File: config.mk
export PLATFORM = sky130hd
export DESIGN_NAME = wb_rr_arbiter_4
export DESIGN_NICKNAME = d
export VERILOG_FILES = /design/src/rtl/wb_rr_arbiter_4.sv
export SDC_FILE = /design/constraint.sdc
export NUM_CORES = 1
export LEC_CHECK = 0
export CAP_MARGIN = 20
export CORE_AREA = 2 2 170 172
export DETAILED_ROUTE_END_ITERATION = 10
export DIE_AREA = 0 0 172 174
export PLACE_DENSITY = 0.39
export SLEW_MARGIN = 20
export SYNTH_ARGS = -nofsm -noshare
export SYNTH_HDL_FRONTEND = slang
export SYNTH_SLANG_ARGS = --single-unit
File: constraint.sdc
create_clock -name clk -period 2.2 [get_ports clk]
set_input_delay 0.44 -clock clk [delete_from_list [all_inputs] [get_ports clk]]
set_output_delay 0.44 -clock clk [all_outputs]
set_load 0.02 [all_outputs]
File: src/rtl/wb_rr_arbiter_4.sv
// Round-robin Wishbone B3 classic arbiter: four masters share one slave port, owner keeps it for its whole cycle.
// Define WB_RR_ARBITER_TIMEOUT_EN to add a watchdog that errors out an access the slave never answers.
module wb_rr_arbiter_4 #(
  parameter int unsigned WB_ADDR_WIDTH  = 32,
  parameter int unsigned WB_DATA_WIDTH  = 32,
  parameter int unsigned TIMEOUT_CYCLES = 255
) (
  input  logic                           clk,
  input  logic                           rstn,
  input  logic [3:0]                     m_cyc,
  input  logic [3:0]                     m_stb,
  input  logic [3:0]                     m_we,
  input  logic [4*WB_ADDR_WIDTH-1:0]     m_adr,
  input  logic [4*WB_DATA_WIDTH-1:0]     m_dat_w,
  input  logic [4*(WB_DATA_WIDTH/8)-1:0] m_sel,
  output logic [WB_DATA_WIDTH-1:0]       m_dat_r,
  output logic [3:0]                     m_ack,
  output logic [3:0]                     m_err,
  output logic                           s_cyc,
  output logic                           s_stb,
  output logic                           s_we,
  output logic [WB_ADDR_WIDTH-1:0]       s_adr,
  output logic [WB_DATA_WIDTH-1:0]       s_dat_w,
  output logic [(WB_DATA_WIDTH/8)-1:0]   s_sel,
  input  logic [WB_DATA_WIDTH-1:0]       s_dat_r,
  input  logic                           s_ack,
  input  logic                           s_err,
  output logic [3:0]                     gnt_o
);

  localparam int unsigned AW = WB_ADDR_WIDTH;
  localparam int unsigned DW = WB_DATA_WIDTH;
  localparam int unsigned SW = WB_DATA_WIDTH / 8;

  localparam logic [0:0] IDLE  = 1'b0;
  localparam logic [0:0] OWNED = 1'b1;

  logic [0:0]    state, state_nxt;
  logic [1:0]    gnt, gnt_nxt;
  logic [1:0]    last, last_nxt;
  logic [1:0]    pick, cand;
  logic          owned;
  logic          fire;

  logic [AW-1:0] adr_a [4];
  logic [DW-1:0] dat_a [4];
  logic [SW-1:0] sel_a [4];

  for (genvar i = 0; i < 4; i++) begin : g_unpack
    assign adr_a[i] = m_adr[i*AW +: AW];
    assign dat_a[i] = m_dat_w[i*DW +: DW];
    assign sel_a[i] = m_sel[i*SW +: SW];
  end

  assign owned   = (state == OWNED);
  assign m_dat_r = s_dat_r;

  // First requester after the previous owner; later scan steps override earlier ones.
  always_comb begin
    pick = '0;
    cand = '0;
    for (int k = 4; k >= 1; k--) begin
      cand = last + 2'(k);
      if (m_cyc[cand]) pick = cand;
    end
  end

  always_ff @(posedge clk) begin
    if (!rstn) begin
      state <= IDLE;
      gnt   <= '0;
      last  <= 2'd3;
    end else begin
      state <= state_nxt;
      gnt   <= gnt_nxt;
      last  <= last_nxt;
    end
  end

  always_comb begin
    state_nxt = state;
    gnt_nxt   = gnt;
    last_nxt  = last;
    s_cyc     = 1'b0;
    s_stb     = 1'b0;
    s_we      = 1'b0;
    s_adr     = '0;
    s_dat_w   = '0;
    s_sel     = '0;
    m_ack     = '0;
    m_err     = '0;
    gnt_o     = '0;
    case (state)
      IDLE: begin
        if (|m_cyc) begin
          state_nxt = OWNED;
          gnt_nxt   = pick;
        end
      end
      OWNED: begin
        s_cyc        = m_cyc[gnt] & ~fire;
        s_stb        = m_stb[gnt] & ~fire;
        s_we         = m_we[gnt];
        s_adr        = adr_a[gnt];
        s_dat_w      = dat_a[gnt];
        s_sel        = sel_a[gnt];
        m_ack[gnt]   = s_ack;
        m_err[gnt]   = s_err | fire;
        gnt_o[gnt]   = 1'b1;
        // Owner releases by dropping cyc; the IDLE visit guarantees a gap between owners.
        if (!m_cyc[gnt]) begin
          state_nxt = IDLE;
          last_nxt  = gnt;
        end
      end
      default: state_nxt = IDLE;
    endcase
  end

`ifdef WB_RR_ARBITER_TIMEOUT_EN
  localparam int unsigned CW = $clog2(TIMEOUT_CYCLES + 1);

  logic [CW-1:0] cnt;

  assign fire = owned && (cnt == CW'(TIMEOUT_CYCLES));

  // Counts unanswered strobe cycles; any response or the forced error restarts it.
  always_ff @(posedge clk) begin
    if (!rstn || !owned || s_ack || s_err || fire) begin
      cnt <= '0;
    end else if (s_cyc && s_stb) begin
      cnt <= cnt + CW'(1);
    end
  end
`else
  logic unused_timeout;

  assign fire           = 1'b0;
  assign unused_timeout = ^32'(TIMEOUT_CYCLES);
`endif

endmodule
== Word-level counts from Yosys, hierarchy flattened ==
Cells that the tools add are included.
Widths: inputs -> output; s select.

* Output and inout bits: 115
* Bits in writable memories: 0
* Bits in registers: 5
* Memory bits (read-only): 0
* Logic and storage cells: 63
* Memories kept: 0
* Bits in latches: 0
* Input port bits: 320

* Multiplexer cells: 41
* Add/sub/neg operators: 3
* $mul: 0
* Div/mod/pow operators: 0
* Bitwise gates (word level): 5
* Eq/ne operators: 0
* Shifts and indexed selects: 0
* Magnitude comparators: 7
* Reduce and logical (&&, ||, !) cells: 4

{| class="wikitable"
|+ Operators by type and width
! operator !! number
|-
| $mux 32 || 6
|-
| $bmux 32 s2 || 2
|-
| $mux 4 || 6
|-
| $lt 2x3->1 const B || 5
|-
| $bmux 1 s2 || 7
|-
| $mux 1 || 13
|-
| $and 4x4->4 || 2
|-
| $bmux 4 s2 || 1
|-
| $mux 2 || 4
|-
| $add 2x2->2 const B || 2
|-
| $reduce_and 2->1 || 2
|-
| $reduce_or 4->1 || 1
|-
| $ge 3x3->1 const B || 1
|-
| $not 2->3 || 1
|-
| $add 2x1->2 const B || 1
|-
| $demux 1 s2 || 1
|-
| $ge 2x1->1 const B || 1
|-
| $not 1->1 || 2
|-
| $pmux 1 s2 || 1
|-
| $logic_and 1x1->1 || 1
|}

== Logic depth before layout (Yosys ltp) ==
Gate-level depths: netlist of the first run.

* Depth in word-level cells: 6
* Depth in mapped cells: 5
* Depth with buffers taken out: 3

== Worst setup path after synthesis of the first run ==
No wires, ideal clock.

* Path kind: register to output
* From: register gnt[0]
* To: output s_adr[0]
* Data required time: 1,760 ps
* Path slack: 321 ps
* Arrival: 1,439 ps
* Path buffers: 2
* Cell stages (with the launch flop): 5
* Path through: dfxtp_1 buf_6 buf_2 mux4_2 and2_1

* Word-level cells in the longest chain between the ends: 5

{| class="wikitable"
|+ RTL lines
! what !! line !! text
|-
| start, declared || 39 || <nowiki>logic [1:0] gnt, gnt_nxt;</nowiki>
|-
| start signal, assigned || 75 || <nowiki>gnt <= gnt_nxt;</nowiki>
|-
| $not 2->3 (not written as such) || 104 || <nowiki>s_adr = adr_a[gnt];</nowiki>
|-
| $bmux 32 s2 || 104 ||
|-
| $mux 32 (not written as such) (2 in a row) || 104 ||
|-
| $mux 32 || 93 || <nowiki>case (state)</nowiki>
|-
| end, declared || 22 || <nowiki>output logic [WB_ADDR_WIDTH-1:0] s_adr,</nowiki>
|}

No other way between the ends. The select of a mux whose other input is x is not followed.

== Worst setup path after layout of the first run ==
* From: register gnt[0]
* To: output s_adr[22]

Same word-level chain as after synthesis.

==> results of run 1 <==
## state kept, by name (all words and copies together), names as in the netlist
| name | count |
|---|---|
| last | 2 |
| owned | 1 |
| gnt | 2 |
## per-stage QoR
stage | worst slack [ns] | utilization [%]
after global routing | -0.107 | 26.0
final | -0.0464 | 26.0
after detailed placement | -0.400 | 24.3
after floorplan | 0.321 | -
after CTS | -0.112 | 24.3
after global placement | -0.415 | 24.3
## cell type report
type / count / share of cell area [%]
repair buffers: 424 / 57.9
multi-input cells: 186 / 32.8
well taps: 384 / 6.54
flip-flops and latches: 5 / 1.48
clock buffers: 4 / 1.07
inverters: 4 / 0.204
## final timing paths
path	startpoint	to	slack (ns)	cells past startpoint
setup / recovery	gnt[0]	s_adr[22]	-0.05	6
hold / removal	last[0]	last[0]	0.61	2
hold reg to reg	last[0]	last[0]	0.61	2
setup reg to reg	gnt[0]	last[1]	0.36	5
## power by group through the flow
| stage | registers [mW] | logic, mW | clock network, mW |
|---|---|---|---|
| after CTS | 0.127 | 1.82 | 0.294 |
| after global placement | 0.136 | 1.81 | 0 |
| after global routing | 0.132 | 2.16 | 0.305 |
| after detailed placement | 0.137 | 1.81 | 0 |
| after floorplan | 0.110 | 0.898 | 0 |
| final | 0.128 | 2.03 | 0.290 |
## cells in the final DEF (no fill, tap or decap), types with 2 or more instances in the layout
cell type,netlist,final
and2_1,71,30
buf_16,0,2
buf_12,0,10
nand2_1,5,4
buf_6,2,51
mux2i_1,2,2
buf_4,32,31
nor3_1,4,4
o32ai_1,2,2
dlygate4sd2_1,0,9
o21ai_0,2,2
and2_4,0,41
dfxtp_1,5,2
buf_2,8,29
inv_1,4,4
nor2b_1,3,3
nor2_1,10,10
clkbuf_16,0,6
nand2b_1,3,3
dfxtp_4,0,2
clkdlybuf4s15_1,0,2
mux4_2,71,71
clkdlybuf4s50_1,0,287
## worst register-to-register path, stage by stage, from the launching register on
cell and delay, ns:
dfxtp_4 0.41, buf_6 0.17, buf_4 0.14, mux4_2 0.53, buf_4 0.16, o41a_1 0.31
## cells by family (layout without fill, tap and decap cells)
family / Yosys count / in the layout / share of synthesized area (%)
buffers and inverters: 62 / 432 / 13.6
flip-flops: 5 / 5 / 3.60
AND/OR/NAND/NOR: 101 / 101 / 21.2
multiplexers: 74 / 74 / 58.6
AO/OA/AOI/OAI: 11 / 11 / 3.10
## layer usage
layer | GRT usage [%] | vias to the layer above | wire length (um)
met2 | 22.2 | 234 | 9840
li1 | - | 1691 | -
met5 | 0 | - | 0
met4 | 1.65 | 0 | 306
met1 | 12.5 | 1729 | 6500
met3 | 2.48 | 26 | 1850
## repair_timing
item / 4_1_cts / 5_1_grt
setup endpoints to repair: 80 / 59
pin swaps: 0 / 16
resized for setup: 290 / 144
gates cloned: 2 / 3
setup buffers: 16 / 10
==> metrics, run 1 <==
Detailed Routing Iterations Pass 1=4; syn nets=approximately 570; routability cong.=~0.84; Worst setup EP type=primary output; Startpoint Class=register; overall power=~2.4 mW; Least-Margin Pin Slew=around 0.32 ns; CTS tree=yes; largest net degree at the start of global routing=33; worst path arrival time=roughly 1.8 ns; crit-path max FO=7; Post-synth top cells=and2_1 (71), mux4_2 (71), buf_4 (32); number of DRC markers in iteration 0=76; Final Cycle Share=102%; Yosys Warn Count=0; Clock Sinks=5; fmax=0.445 GHz; Tmin final=2.25 ns; initial antenna violation count=0; post-route ant nets=0; P_sw=between 700 and 800 uW; GRT Util Overall=a little under an eighth; Inserted Clock Buffers=3; Comb power frac=82.9%; status=complete, but fails checks; switch share=32.6%; Yosys cell types=29; Crit path buffers/inverters=4; failing checks=negative setup slack; layout cells sized above 1=39.6%; type of the worst setup path=reg -> out; Synth-to-Final Area Change=164%; dpl cells=~1000; Final Hold Vio Count=0; Die Area=~30000 um^2; ys flop type=dfxtp_1; synth top area cells=mux4_2 (57%), and2_1 (16%), buf_4 (8.6%); CP delay by family, top=multiplexers; final hold slack=between 0.6 and 0.7 ns; Cell Chain, Critical Path=buf_6, buf_12, buf_6, mux4_2, and2_4, buf_6; I/O Buffers=370; via count=3680; Initial Utilization=around 9.9%; slowest stage delay, CP=~0.50 ns; internal power=approximately 1.6 mW; syn avg cell area=between 10 and 15 um^2; final worst slack=-0.0464 ns; Critical Path RT=~1.8 ns; Antenna Cells=0; Async SR Flop Fraction=0%; CTS clock-pin slew for the worst setup and hold paths=0.03 ns; CTS H-tree depth=1; vias in the first global route=between 4000 and 5000; die height=174 um; Hold Path Class=reg -> reg; area share of the largest cell type after synthesis=57.4%; Max VDD drop=0.200 mV; first-pass GRT wire length=25600 um; Power per Cell Area=333 nW/um^2; max cap viols=0; final cell count without fillers=1007; #FFs+latches synth=5; Max-slew headroom=around 78%; RSZ-0062 raised after global routing=yes; Setup-failing EPs final=13; Post-synth EDFFs=0; nets=944; fill count=approximately 3000; multi-input combinational cell area=between 2000 and 2500 um^2; vias per cell=approximately 3.7; Critical-path top delay cell=mux4_2; area of the mapped netlist=approximately 2800 um^2; Final Max Slew Viols=0; final std cell area, no fill=around 7300 um^2; DRT Wirelength=roughly 19000 um; dominant cell type by area after synthesis=mux4_2; Cell Area, Placed=~6900 um^2; I/O Pins=between 400 and 500; Fin Setup TNS=-0.312 ns; deepest clock path buffer count=2; Core ar.=28200 um^2; sequential share of power=between 5 and 6%; HPWL Detailed=between 15000 and 20000 um; cell mode on critical path=buf_6; Clk Latency, worst-skew pair=0.22 ns; drt wl/cell=approximately 18 um; Setup Skew=approximately 0.00011 ns; clock root buffer=clkbuf_16; Post-Syn Instances=253; P_leak=roughly 2.8 nW; clock network fraction of total power=about an eighth; drt drc=0; row cnt=slightly above 60; register area share after synthesis=under 10%; Hold-fix buffers, CTS=0; Die W=between 150 and 200 um; Reg area=109 um^2; remaining global-route overflow=0
Power figures use the tool's default switching activity.
==> inputs of run 2 (changes only) <==
--- a/config.mk
+++ b/config.mk
@@ -5,10 +5,10 @@
 export SDC_FILE = /design/constraint.sdc
 export NUM_CORES = 1
 export LEC_CHECK = 0
-export CAP_MARGIN = 20
 export CORE_AREA = 2 2 170 172
 export DETAILED_ROUTE_END_ITERATION = 10
 export DIE_AREA = 0 0 172 174
+export HOLD_SLACK_MARGIN = 0.05
 export PLACE_DENSITY = 0.39
 export SLEW_MARGIN = 20
 export SYNTH_ARGS = -nofsm -noshare
==> results of run 2 <==
Final layout, timing and power as in run 1 (identical DEF).
==> inputs of run 3 (changes only) <==
--- a/config.mk
+++ b/config.mk
@@ -9,6 +9,7 @@
 export DETAILED_ROUTE_END_ITERATION = 10
 export DIE_AREA = 0 0 172 174
 export HOLD_SLACK_MARGIN = 0.05
+export MAX_ROUTING_LAYER = met4
 export PLACE_DENSITY = 0.39
 export SLEW_MARGIN = 20
 export SYNTH_ARGS = -nofsm -noshare
==> metrics, run 3 (same netlist as run 1, synthesis figures left out) <==
status=complete, but fails checks; failing checks=negative setup slack; Antenna Cells=0 (unchanged); row cnt=62 (unchanged); final hold slack=0.622 ns (+0.00775 ns); Final Hold Vio Count=0 (unchanged); Crit Reg-Reg Startpoint=gnt[0]; RSZ-0062 raised after global routing=yes; Final Cycle Share=102% (about the same); drt wl/cell=18.4 um (about the same); CTS tree=yes; drt drc=0 (unchanged); most common cell after layout, fill and taps aside=clkdlybuf4s50_1; switch share=32.5% (about the same); critical path startpoint=gnt[0]; Core ar.=28200 um^2 (unchanged); Synth-to-Final Area Change=164% (unchanged); Max-slew headroom=78.5% (about the same); vias per cell=3.64 (-0.27%); max cap viols=0 (unchanged); post-route ant nets=0 (unchanged); final worst slack=-0.0474 ns (-0.000936 ns); Startpoint Class=register; Hold Path Class=reg -> reg; nets=944 (unchanged); Comb power frac=82.9% (about the same); routability cong.=0.858 (+1.8%); P_sw=796 uW (-0.11%); fill count=3011 (unchanged); initial antenna violation count=0 (unchanged); Clk Latency, worst-skew pair=0.22 ns (about the same); Die W=172 um (unchanged); Power per Cell Area=333 nW/um^2 (about the same); Initial Utilization=9.86% (unchanged); Clock Sinks=5 (unchanged); pre-CTS setup slack=-0.400 ns (unchanged); overall power=2.45 mW (about the same); I/O Buffers=370 (unchanged); clock network fraction of total power=11.8% (about the same); CTS clock-pin slew for the worst setup and hold paths=0.03 ns (about the same); HPWL Detailed=15600 um (unchanged); worst path arrival time=1.81 ns (about the same); clock root buffer=clkbuf_16; Hold-fix buffers, CTS=0 (unchanged); final core area utilization=26.0% (unchanged); crit-path max FO=7 (unchanged); final std cell area, no fill=7350 um^2 (unchanged); GRT Util Overall=11.7% (+0.33 points); first-pass GRT wire length=25600 um (-0.16%); sequential share of power=5.2% (about the same); largest net degree at the start of global routing=33 (unchanged); Inserted Clock Buffers=3 (unchanged); fmax=0.445 GHz (about the same); DRT Wirelength=18500 um (about the same); Worst setup EP type=primary output; I/O Pins=435 (unchanged); internal power=1.65 mW (about the same); deepest clock path buffer count=2 (unchanged); Setup-failing EPs final=11 (-2); Cell Area, Placed=6860 um^2 (unchanged); Critical Path RT=1.76 ns (about the same); remaining global-route overflow=0 (unchanged); number of DRC markers in iteration 0=65 (-14%); die height=174 um (unchanged); via count=3670 (-0.27%); most frequent cells in the layout=clkdlybuf4s50_1 (287), mux4_2 (71), buf_6 (51); Least-Margin Pin Slew=0.319 ns (-0.000457 ns); Tmin final=2.25 ns (+0.000936 ns); type of the worst setup path=reg -> out; Final Max Slew Viols=0 (unchanged); HP Start=last[0]; vias in the first global route=4191 (+0.24%); P_leak=2.80 nW (unchanged); Setup Skew=0.000251 ns (+0.000143 ns); CTS H-tree depth=1 (unchanged); Die Area=29900 um^2 (unchanged); layout cells sized above 1=39.6% (unchanged); Detailed Routing Iterations Pass 1=4 (unchanged); Max VDD drop=0.200 mV (about the same)
==> run 3: area by class of cell <==
| cell class | instances | area, um^2 | area share, % |
|---|---|---|---|
| sequential | 5 | 109 | 1.48 |
| tap | 384 | 480 | 6.54 |
| timing repair buffer | 424 | 4250 | 57.9 |
| inverter | 4 | 15.0 | 0.204 |
| clock buffer | 4 | 78.8 | 1.07 |
| multi-input combinational | 186 | 2410 | 32.8 |
==> run 3: per-layer routing <==
metal | vias to the layer above | part of all wire [%] | GRT usage [%]
met2 | 229 | 53 | 22.1
met1 | 1725 | 36 | 12.8
met5 | - | 0 | -
li1 | 1692 | - | -
met4 | 0 | 1.5 | 1.68
met3 | 24 | 9.1 | 2.14
==> run 3: path summary, 6_finish.rpt <==
path	endpoint	slack (ns)	depth (start not counted)
hold reg to reg	last[0]	0.62	2
setup / recovery	s_adr[22]	-0.05	6
hold / removal	last[0]	0.62	2
setup reg to reg	last[1]	0.37	5
==> run 3: timing repair <==
| item | CTS | global route |
|---|---|---|
| pin swaps | 0 | 16 |
| resized for setup | 290 | 144 |
| gates cloned | 2 | 3 |
| setup endpoints to repair | 80 | 59 |
| setup buffers | 16 | 10 |
==> run 3: worst max-delay path, stage by stage, from the launching register on <==
cell and delay, ns:
dfxtp_4 0.41, buf_6 0.15, buf_12 0.13, buf_6 0.09, mux4_2 0.50, and2_4 0.18, buf_6 0.12
==> run 3: power groups by stage <==
stage / registers, mW / clock network, mW / logic (mW)
after floorplan: 0.110 / 0 / 0.898
after global placement: 0.136 / 0 / 1.81
after detailed placement: 0.137 / 0 / 1.81
after CTS: 0.127 / 0.294 / 1.82
after global routing: 0.132 / 0.305 / 2.16
final: 0.128 / 0.289 / 2.03
==> run 3: through the flow <==
stage	cells	TNS, ns
after floorplan	253	0
after global placement	973	-18.34
after detailed placement	973	-18.64
after CTS	995	-1.97
after global routing	1007	-2.66
final	1007	-0.307
